**src/rtl/seg_refresh_driver.sv**
```systemverilog
// Four-digit seven-segment refresh driver: captures per-digit patterns from the
// memory-mapped display register and scans them out autonomously with dead time.
module seg_refresh_driver #(
  parameter int unsigned SCAN_DIV     = 50000,
  parameter int unsigned BLANK_CYCLES = 500
) (
  input  logic        clk,
  input  logic        reset,
  input  logic [11:0] bcd7_in,
  input  logic        clear,
  output logic [3:0]  an_out,
  output logic [7:0]  seg_out,
  output logic [3:0]  digit_valid
);

  localparam int unsigned IN_W       = 12;
  localparam int unsigned AN_W       = 4;
  localparam int unsigned SEG_W      = 8;
  localparam int unsigned CNT_W      = 32;
  localparam int unsigned PTR_W      = 2;
  localparam int unsigned NUM_DIGITS = 4;

  localparam logic [CNT_W-1:0] SHOW_LOAD  = CNT_W'(SCAN_DIV - 1);
  localparam logic [CNT_W-1:0] BLANK_LOAD = CNT_W'(BLANK_CYCLES - 1);
  localparam logic [SEG_W-1:0] SEG_OFF    = {SEG_W{1'b1}};
  localparam logic [AN_W-1:0]  AN_OFF     = {AN_W{1'b1}};

  typedef enum logic {
    SHOW  = 1'b0,
    BLANK = 1'b1
  } state_t;

  logic [IN_W-1:0]  in_q;
  logic [SEG_W-1:0] digit_buf [NUM_DIGITS];
  logic             cap_en;
  logic [PTR_W-1:0] cap_idx;

  state_t           state, state_nxt;
  logic [PTR_W-1:0] ptr, ptr_nxt;
  logic [CNT_W-1:0] cnt, cnt_nxt;
  logic [AN_W-1:0]  an_nxt;
  logic [SEG_W-1:0] seg_nxt;

  // Input register from the display register bus
  always_ff @(posedge clk or posedge reset) begin
    if (reset) in_q <= {IN_W{1'b1}};
    else       in_q <= bcd7_in;
  end

  // Only a single low anode selects a digit; idle and multi-select are ignored
  always_comb begin
    cap_en  = 1'b0;
    cap_idx = '0;
    unique case (in_q[11:8])
      4'hE: begin cap_en = 1'b1; cap_idx = PTR_W'(0); end
      4'hD: begin cap_en = 1'b1; cap_idx = PTR_W'(1); end
      4'hB: begin cap_en = 1'b1; cap_idx = PTR_W'(2); end
      4'h7: begin cap_en = 1'b1; cap_idx = PTR_W'(3); end
      default: ;
    endcase
  end

  // Digit buffers; clear takes priority over a same-cycle capture
  always_ff @(posedge clk or posedge reset) begin
    if (reset) begin
      for (int i = 0; i < NUM_DIGITS; i++) digit_buf[i] <= SEG_OFF;
      digit_valid <= '0;
    end else if (clear) begin
      for (int i = 0; i < NUM_DIGITS; i++) digit_buf[i] <= SEG_OFF;
      digit_valid <= '0;
    end else if (cap_en) begin
      digit_buf[cap_idx]   <= in_q[SEG_W-1:0];
      digit_valid[cap_idx] <= 1'b1;
    end
  end

  // Scan state register and registered pin drive
  always_ff @(posedge clk or posedge reset) begin
    if (reset) begin
      state   <= SHOW;
      ptr     <= '0;
      cnt     <= SHOW_LOAD;
      an_out  <= AN_OFF;
      seg_out <= SEG_OFF;
    end else begin
      state   <= state_nxt;
      ptr     <= ptr_nxt;
      cnt     <= cnt_nxt;
      an_out  <= an_nxt;
      seg_out <= seg_nxt;
    end
  end

  // Segment data is re-read every lit cycle so buffer updates show immediately
  always_comb begin
    state_nxt = state;
    ptr_nxt   = ptr;
    cnt_nxt   = cnt - CNT_W'(1);
    an_nxt    = AN_OFF;
    seg_nxt   = SEG_OFF;
    unique case (state)
      SHOW: begin
        an_nxt  = ~(AN_W'(1) << ptr);
        seg_nxt = digit_buf[ptr];
        if (cnt == '0) begin
          if (BLANK_CYCLES == 0) begin
            ptr_nxt = PTR_W'(ptr + PTR_W'(1));
            cnt_nxt = SHOW_LOAD;
          end else begin
            state_nxt = BLANK;
            cnt_nxt   = BLANK_LOAD;
          end
        end
      end
      BLANK: begin
        if (cnt == '0) begin
          state_nxt = SHOW;
          ptr_nxt   = PTR_W'(ptr + PTR_W'(1));
          cnt_nxt   = SHOW_LOAD;
        end
      end
      default: begin
        state_nxt = SHOW;
        cnt_nxt   = SHOW_LOAD;
      end
    endcase
  end

endmodule

```
**config.mk**
```make
export PLATFORM = sky130hd
export DESIGN_NAME = seg_refresh_driver
export DESIGN_NICKNAME = d
export VERILOG_FILES = /design/src/rtl/seg_refresh_driver.sv
export SDC_FILE = /design/constraint.sdc
export NUM_CORES = 1
export LEC_CHECK = 0
export CAP_MARGIN = 20
export CORE_MARGIN = 3
export CORE_UTILIZATION = 43
export DETAILED_ROUTE_END_ITERATION = 10
export HOLD_SLACK_MARGIN = 0.06
export SLEW_MARGIN = 20
export SYNTH_ARGS = -nofsm -noshare
export SYNTH_HDL_FRONTEND = slang
export SYNTH_SLANG_ARGS = --single-unit
```
**constraint.sdc**
```tcl
create_clock -name clk -period 8.2 [get_ports clk]
set_clock_uncertainty 0.1 [all_clocks]
set_input_delay 2.46 -clock clk [delete_from_list [all_inputs] [get_ports clk]]
set_output_delay 2.46 -clock clk [all_outputs]
set_load 0.05 [all_outputs]
```
# Yosys cells after proc, flatten, opt, wreduce, memory -nomap -nowiden
# Index checks and enable logic that the tools add are counted.
[classes]
n_addsub = 2
n_lt_le_gt_ge = 5
eq_ne = 4
shifts = 1
mux = 22
bitwise_logic = 5
n_reduce_logical = 6
[ops]
columns = ["operator", "count"]
rows = [
  ["$mux 32", 4],
  ["$pmux 32 s2", 1],
  ["$bwmux 32", 1],
  ["$logic_not 32->1", 1],
  ["$mux 8", 4],
  ["$sub 32x1->32 const B", 1],
  ["$bmux 8 s2", 1],
  ["$demux 8 s2", 1],
  ["$eq 4x4->1 const B", 3],
  ["$mux 4", 3],
  ["$ge 3x3->1 const B", 2],
  ["$not 2->3", 2],
  ["$pmux 2 s3", 1],
  ["$eq 4x3->1 const B", 1],
  ["$mux 1", 4],
  ["$not 4->4", 1],
  ["$or 4x4->4", 1],
  ["$reduce_or 4->1", 1],
  ["$shl 1x2->4 const A", 1],
  ["$lt 2x3->1 const B", 1],
  ["$lt 3x1->1 const B", 1],
  ["$add 2x1->2 const B", 1],
  ["$demux 1 s2", 1],
  ["$ge 2x1->1 const B", 1],
  ["5 further kinds", 6],
]
[totals]
ff_bits = 95
in_bits = 15
out_inout_bits = 16
word_cells = 56

# Logic depth before layout (Yosys ltp)
# Gate-level depths: netlist of the first run.
[logic_depth]
depth_word = 10
ltp_mapped = 13

# Worst setup path after synthesis of the first run
# No wires, ideal clock.
[synth_timing]
path_type = "input-to-reg"
start = "in clear"
end = "reg digit_valid[0]"
setup_time_ns = 0.132
arrival_time_ns = 3.052
slack_ns = 4.916
path_stages = 3
path_cell_list = "clkbuf_1 -> buf_1 -> nor2_1"
[synth_between]
elab_chain_cells = 1
word_cells_on_any_way = 2
cone_classes = "1 x mux; 1 x reduce/logical"
[synth_rtl]
columns = ["element", "line", "text"]
rows = [
  ["start: declaration", "10", "input logic clear,"],
  ["$mux 4 / $reduce_bool 2->1 (equally long branches)", "--", ""],
  ["end signal: assignment", "67", "digit_valid <= '0;"],
  ["end signal: assignment", "70", "digit_valid <= '0;"],
  ["end signal: indexed assignment", "73", "digit_valid[cap_idx] <= 1'b1;"],
  ["end: declaration", "13", "output logic [3:0] digit_valid"],
]
# Several ways; a longest one is shown, not always the timed one.
# A chain may end at the register's enable or synchronous reset.

# Worst setup path after layout of the first run
[layout_timing]
start = "reg seg_out[1]"
end = "out seg_out[1]"
[layout_rtl]
columns = ["element", "line", "text"]
rows = [
  ["start: declaration", "12", "output logic [7:0] seg_out,"],
  ["start signal: assignment", "90", "seg_out <= seg_nxt;"],
]
# No word-level cell between the ends.

==> results of run 1 <==
## cells in the final DEF (no fill, tap or decap), drive strengths merged, types with 8 or more instances in the layout
master / count
or4: 10
xnor2: 8
o21ai: 10
clkdlybuf4s50: 30
or2: 14
a211o: 32
dfrtp: 30
nor2: 21
nand2: 9
clkbuf: 10
nor2b: 32
or3: 13
nor4: 11
mux4: 8
dfstp: 65
a21oi: 9
## per-layer routing
metal  share of wire (%)  up-vias  global-route usage [%]
met3                 3.0        9                   3.886
met4                 1.3        0                   4.810
met5                   0        -                       0
li1                    -     1326                       -
met2                  50       43                   24.59
met1                  45     1419                   20.21
## power breakdown
group,internal [mW],switching [mW]
registers,0.485,0.00602
clock network,0.179,0.157
logic,0.0184,0.0229
## kinds of logic (layout without fill, tap and decap cells)
| logic type | Yosys count | count (layout) |
|---|---|---|
| simple gates | 129 | 129 |
| buf+inv | 30 | 60 |
| fa+ha+maj | 6 | 6 |
| compound gates | 66 | 66 |
| mux | 14 | 14 |
| xor+xnor | 11 | 11 |
| flops | 95 | 95 |
## flip-flops by register name (all words and copies together) (netlist names)
name	cells
an_out	4
cnt	32
digit_buf	32
digit_valid	4
in_q	12
ptr	2
seg_out	8
state	1
## worst reg2reg max path: cells and delay by family (launching register included)
kind	cells	cell delay [ps]
xor gates and xnor gates	1	150
adders and majority gates	2	410
DFF	1	390
buffers and inverters	2	230
and+or+nand+nor	3	1960
## worst min path at each step
stage	startpoint	end	slack, ps	depth (start not counted)
after floorplan	cnt[0]$_DFF_PP1_	cnt[0]$_DFF_PP1_	330	1
after global placement	cnt[0]$_DFF_PP1_	cnt[0]$_DFF_PP1_	350	1
after detailed placement	cnt[0]$_DFF_PP1_	cnt[0]$_DFF_PP1_	350	1
after CTS	cnt[0]$_DFF_PP1_	cnt[0]$_DFF_PP1_	370	1
after global routing	cnt[0]$_DFF_PP1_	cnt[0]$_DFF_PP1_	380	1
final	cnt[0]$_DFF_PP1_	cnt[0]$_DFF_PP1_	370	1
## layout make-up
| class | count | area [sq um] | share of cell area (%) |
|---|---|---|---|
| sequential | 95 | 2459 | 49.86 |
| clock buffer | 10 | 137.6 | 2.791 |
| timing repair buffer | 36 | 345.3 | 7.003 |
| inverter | 8 | 43.79 | 0.8881 |
| clock inverter | 6 | 83.83 | 1.700 |
| tap | 129 | 161.4 | 3.273 |
| multi-input combinational | 226 | 1700 | 34.48 |
==> results.md, run 1 <==
* Final net count at 397
* Status: completed
* Reg2reg end: ptr[0]$_DFFE_PP0P_
* R2R cell count at 8
* Num CTS Buffers at 9
* Post-DP Area at 0.004710 sq mm
* CTS tree: done
* Site Rows at 35
* Synth Area in Simple Gates at 17.94%
* Max-slew headroom at 41.78%
* Diodes inserted at 0
* Top-Level Pins at 31
* CP Data Required Time at 5640 ps
* Filler cells at 854
* Clock buffer depth at 2
* CP endpoint kind: output pin
* Reg2reg setup slack at 4890 ps
* Largest net degree at the start of global routing at 73
* PortBufs at 30
* Synth top cells by count: 65 x dfstp_2, 32 x a211o_1, 32 x nor2b_1
* Share of layout cells above drive strength 1 at a little under a third
* Setup Slack @ Placement at 4007 ps
* Post-synth ARST share at 100.0%
* Cell family with most CP delay: buffers and inverters
* Synth area leaders: dfstp_2 40%, dfrtp_1 17%, a211o_1 6.5%, nor2b_1 4.7%, mux4_2 4.2%
* Post-Syn Area at 0.004297 sq mm
* Die Area at around 0.011 sq mm
* Fin Hold WS at 368.5 ps
* Core area at 0.009459 sq mm
* Register area share after synthesis at 57.22%
* Reg2reg start: cnt[0]$_DFF_PP1_
* GRT overflow at 0
* Post-CTS Hold Buffers at 0
* Detailed Place HPWL at between 5000 and 6000 um
* DP Cell Count at 494
* Post-synth EDFFs at 0
* Wirelength, routed at approximately 8100 um
* Synth area leader: dfstp_2
* Vias per cell at 5.484
* CP Class: reg2out
* Vias in the first global route at 2725
* Non-Filler Instances at 510
* Die extent in y at 106.0 um
* Die X at 106.0 um
* Synth cell types at 39
* Adder-cell share of the synthesized area at roughly 1.7%
* Cell area after layout at 0.004931 sq mm
* Final setup violation count at 0
* Complex-gate fraction of the synthesized area at 11.53%
* First-pass DRT Iterations at 4
* Max cap viols at 0
* Clock Latency Late Sink at 360 ps
* CP bufs+invs at 1
* Post-CTS resize count at 0
* Area grow syn2layout at 14.76%
* # DRC at 0
* Crit-path cells: clkdlybuf4s50_1
* Post-CTS setup buffers at 0
* Initial core utilization at 45.42%
* Synth Net Count at 372
* Hold Crit Class: reg2reg
* CTS root buffer: clkbuf_8
* CP max FO at 1
* Mux share of post-synthesis cell area at 5.649%
* DR WL/cell at 15.83 um
* Final Hold Viols at 0
* Worst setup path startpoint: seg_out[1]$_DFF_PP1_
* Crit path max-delay cell type: clkdlybuf4s50_1
* Share of the synthesized area in the top cell type at 39.75%
* Total track usage at 15.23%
* CTS clock-pin slew for the worst setup and hold paths at 90 ps
* Initial antenna violation count at 0
* Arr. time, crit path at between 1500 and 2000 ps
* Max Transition Viols Final at 0
* CTS sink count at 95
* Critical Path Start Type: flip-flop
* Post-route setup slack at 3955 ps
* Post-synthesis cell count at ~350
* Crit path depth at 1
* Leak Pwr at 1.937 nW
* Drt initial violations at 111
* DR vias at about 2800
* Max VDD drop at 0.09490 mV
* RSZ-0062 raised after global routing: no
* Worst slew pin tran at roughly 870 ps
* Fin crit share at between 50 and 60%
* Most frequent cell after synthesis: dfstp_2
* Final Core Density at 52.13%
* Global placer's final weighted congestion at 0.7868
* Warnings from Yosys at 0
* Min cycle time layout at 4245 ps
* Critical Path Sink: seg_out[1]
* Crit path largest cell delay at 790 ps
* Power Density at 176.1 mW/mm^2
* Fmax at 0.2356 GHz
* Ys flop type: dfstp_2
* Post-DRT Antenna Nets at 0
* Setup TNS at 0 ps
* Global-route wire length before repair at about 14000 um
* Mapped Avg Cell Area at 12.24 sq um
* Design Power at 0.8682 mW
* H-tree depth at 3
* Xor/xnor cell area share of the yosys netlist at approximately 2.2%
* Main combinational cell family by area after synthesis: simple AND/OR/NAND/NOR gates
* Synth Register Bits at 95
No activity file was read; power rests on OpenSTA's default activity.
==> inputs of run 2 (changes only) <==
==> constraint.sdc (replaced) <==
create_clock -name clk -period 4.18 [get_ports clk]
set_clock_uncertainty 0.1 [all_clocks]
set_input_delay 1.254 -clock clk [delete_from_list [all_inputs] [get_ports clk]]
set_output_delay 1.254 -clock clk [all_outputs]
set_load 0.05 [all_outputs]
==> results.md, run 2 (synthesis gave the netlist of run 1 again) <==
* Fmax at 0.3094 GHz
* CP Class: reg2reg
* CTS root buffer: clkbuf_8
* Cell area after layout at 0.004970 sq mm
* DR WL/cell at 15.69 um
* Worst slew pin tran at 712.1 ps
* Fin crit share at 77.32%
* Arr. time, crit path at around 3400 ps
* Post-DRT Antenna Nets at 0
* Detailed Place HPWL at 5079 um
* H-tree depth at 3
* DR vias at 2769
* Num CTS Buffers at 9
* Max VDD drop at 0.2520 mV
* Vias per cell at 5.429
* Area grow syn2layout at 15.67%
* Clock Latency Late Sink at 350 ps
* Biggest regs: cnt x32, digit_buf x32, in_q x12
* Most frequent cells in the layout: 65 x dfstp_2, 32 x nor2b_1, 32 x a211o_1
* Hold Crit Class: reg2reg
* Initial core utilization at 45.42%
* CP max FO at 16
* Final Core Density at between 50% and 60%
* Min cycle time layout at about 3200 ps
* CP Data Required Time at 4350 ps
* Non-Filler Instances at 510
* Initial antenna violation count at 0
* Final setup violation count at 0
* Final Hold Viols at 0
* Post-route setup slack at 948.0 ps
* Status: completed
* Setup Slack @ Placement at 945.7 ps
* Die Area at 0.01123 sq mm
* Wirelength, routed at 8002 um
* Reg area at 0.002459 sq mm
* Global-route wire length before repair at between 10000 and 15000 um
* Max-slew headroom at a little over half
* CTS tree: done
* CTS sink count at 95
* DP Cell Count at 494
* PortBufs at 30
* Final net count at 397
* GRT overflow at 0
* Filler cells at 858
* Post-CTS setup buffers at 0
* Fin Hold WS at 368.8 ps
* Post-DP Area at about 0.0047 sq mm
* Post-CTS Hold Buffers at 0
* First-pass DRT Iterations at 4
* Max Transition Viols Final at 0
* Top-Level Pins at 31
* Die extent in y at roughly 110 um
* RSZ-0062 raised after global routing: no
* Share of layout cells above drive strength 1 at between 30% and 40%
* # DRC at 0
* Leak Pwr at 1.947 nW
* CTS clock-pin slew for the worst setup and hold paths at 90 ps
* Most common cell after layout, fill and taps aside: dfstp_2
* Design Power at 1.762 mW
* Core area at 0.009459 sq mm
* Largest net degree at the start of global routing at 72
* Site Rows at 35
* Die X at approximately 110 um
* Total track usage at 14.97%
* Critical Path Start Type: flip-flop
* Multi-input gate area at 0.001700 sq mm
* Drt initial violations at 96
* Setup TNS at 0 ps
* Diodes inserted at 0
* Vias in the first global route at 2754
* Post-CTS resize count at 0
* CP endpoint kind: flip-flop
* Power Density at 354.5 mW/mm^2
* Clock buffer depth at 2
* Max cap viols at 0
* Global placer's final weighted congestion at 0.8001
## run 2: cell types whose count changed in the layout (fill, tap and decap cells not counted)
| cell | previous run | this run |
|---|---|---|
| buf_12 | 0 | 1 |
| buf_4 | 6 | 5 |
| clkbuf_16 | 0 | 1 |
| clkinv_2 | 4 | 1 |
| clkinv_4 | 1 | 0 |
| clkinvlp_4 | 0 | 1 |
| inv_6 | 0 | 2 |
## run 2: worst paths after layout
path                            depth (start not counted)  slack (ps)                    to             start
worst min-delay path                                    1         370      cnt[0]$_DFF_PP1_  cnt[0]$_DFF_PP1_
min in group asynchronous                               2        1110      cnt[5]$_DFF_PP0_             reset
worst max register to register                          8         950    ptr[0]$_DFFE_PP0P_  cnt[0]$_DFF_PP1_
worst max-delay path                                    8         950    ptr[0]$_DFFE_PP0P_  cnt[0]$_DFF_PP1_
worst min register to register                          1         370      cnt[0]$_DFF_PP1_  cnt[0]$_DFF_PP1_
max in group asynchronous                               3        2130  seg_out[7]$_DFF_PP1_             reset
## run 2: metal layers
layer  vias to the layer above  GRT usage [%]  share of wire, %
li1                       1315              -                 -
met1                      1404          20.55                47
met2                        42          24.45                49
met3                         8          2.793               2.8
met4                         0          4.163              0.99
met5                         -              0                 0
## run 2: critical path: stages (launching register included)
cell      delay (ps)
dfstp_2          390
inv_1             50
ha_1             190
or4b_1           620
or4_4            700
or3_1            590
clkinv_8         160
ha_1             210
xor2_1           150
## run 2: where the power goes
part           internal (mW)  switching (mW)
Combinational         0.0374          0.0453
Sequential             0.951          0.0119
Clock                  0.394           0.322
Total                   1.38           0.379
## run 2: cell type report
type / instances / area share, %
clock buffer: 11 / 3.273
clock inverter: 5 / 1.712
inverter: 8 / 0.8812
multi-input combinational: 226 / 34.21
sequential: 95 / 49.47
tap: 129 / 3.248
timing repair buffer: 36 / 7.200
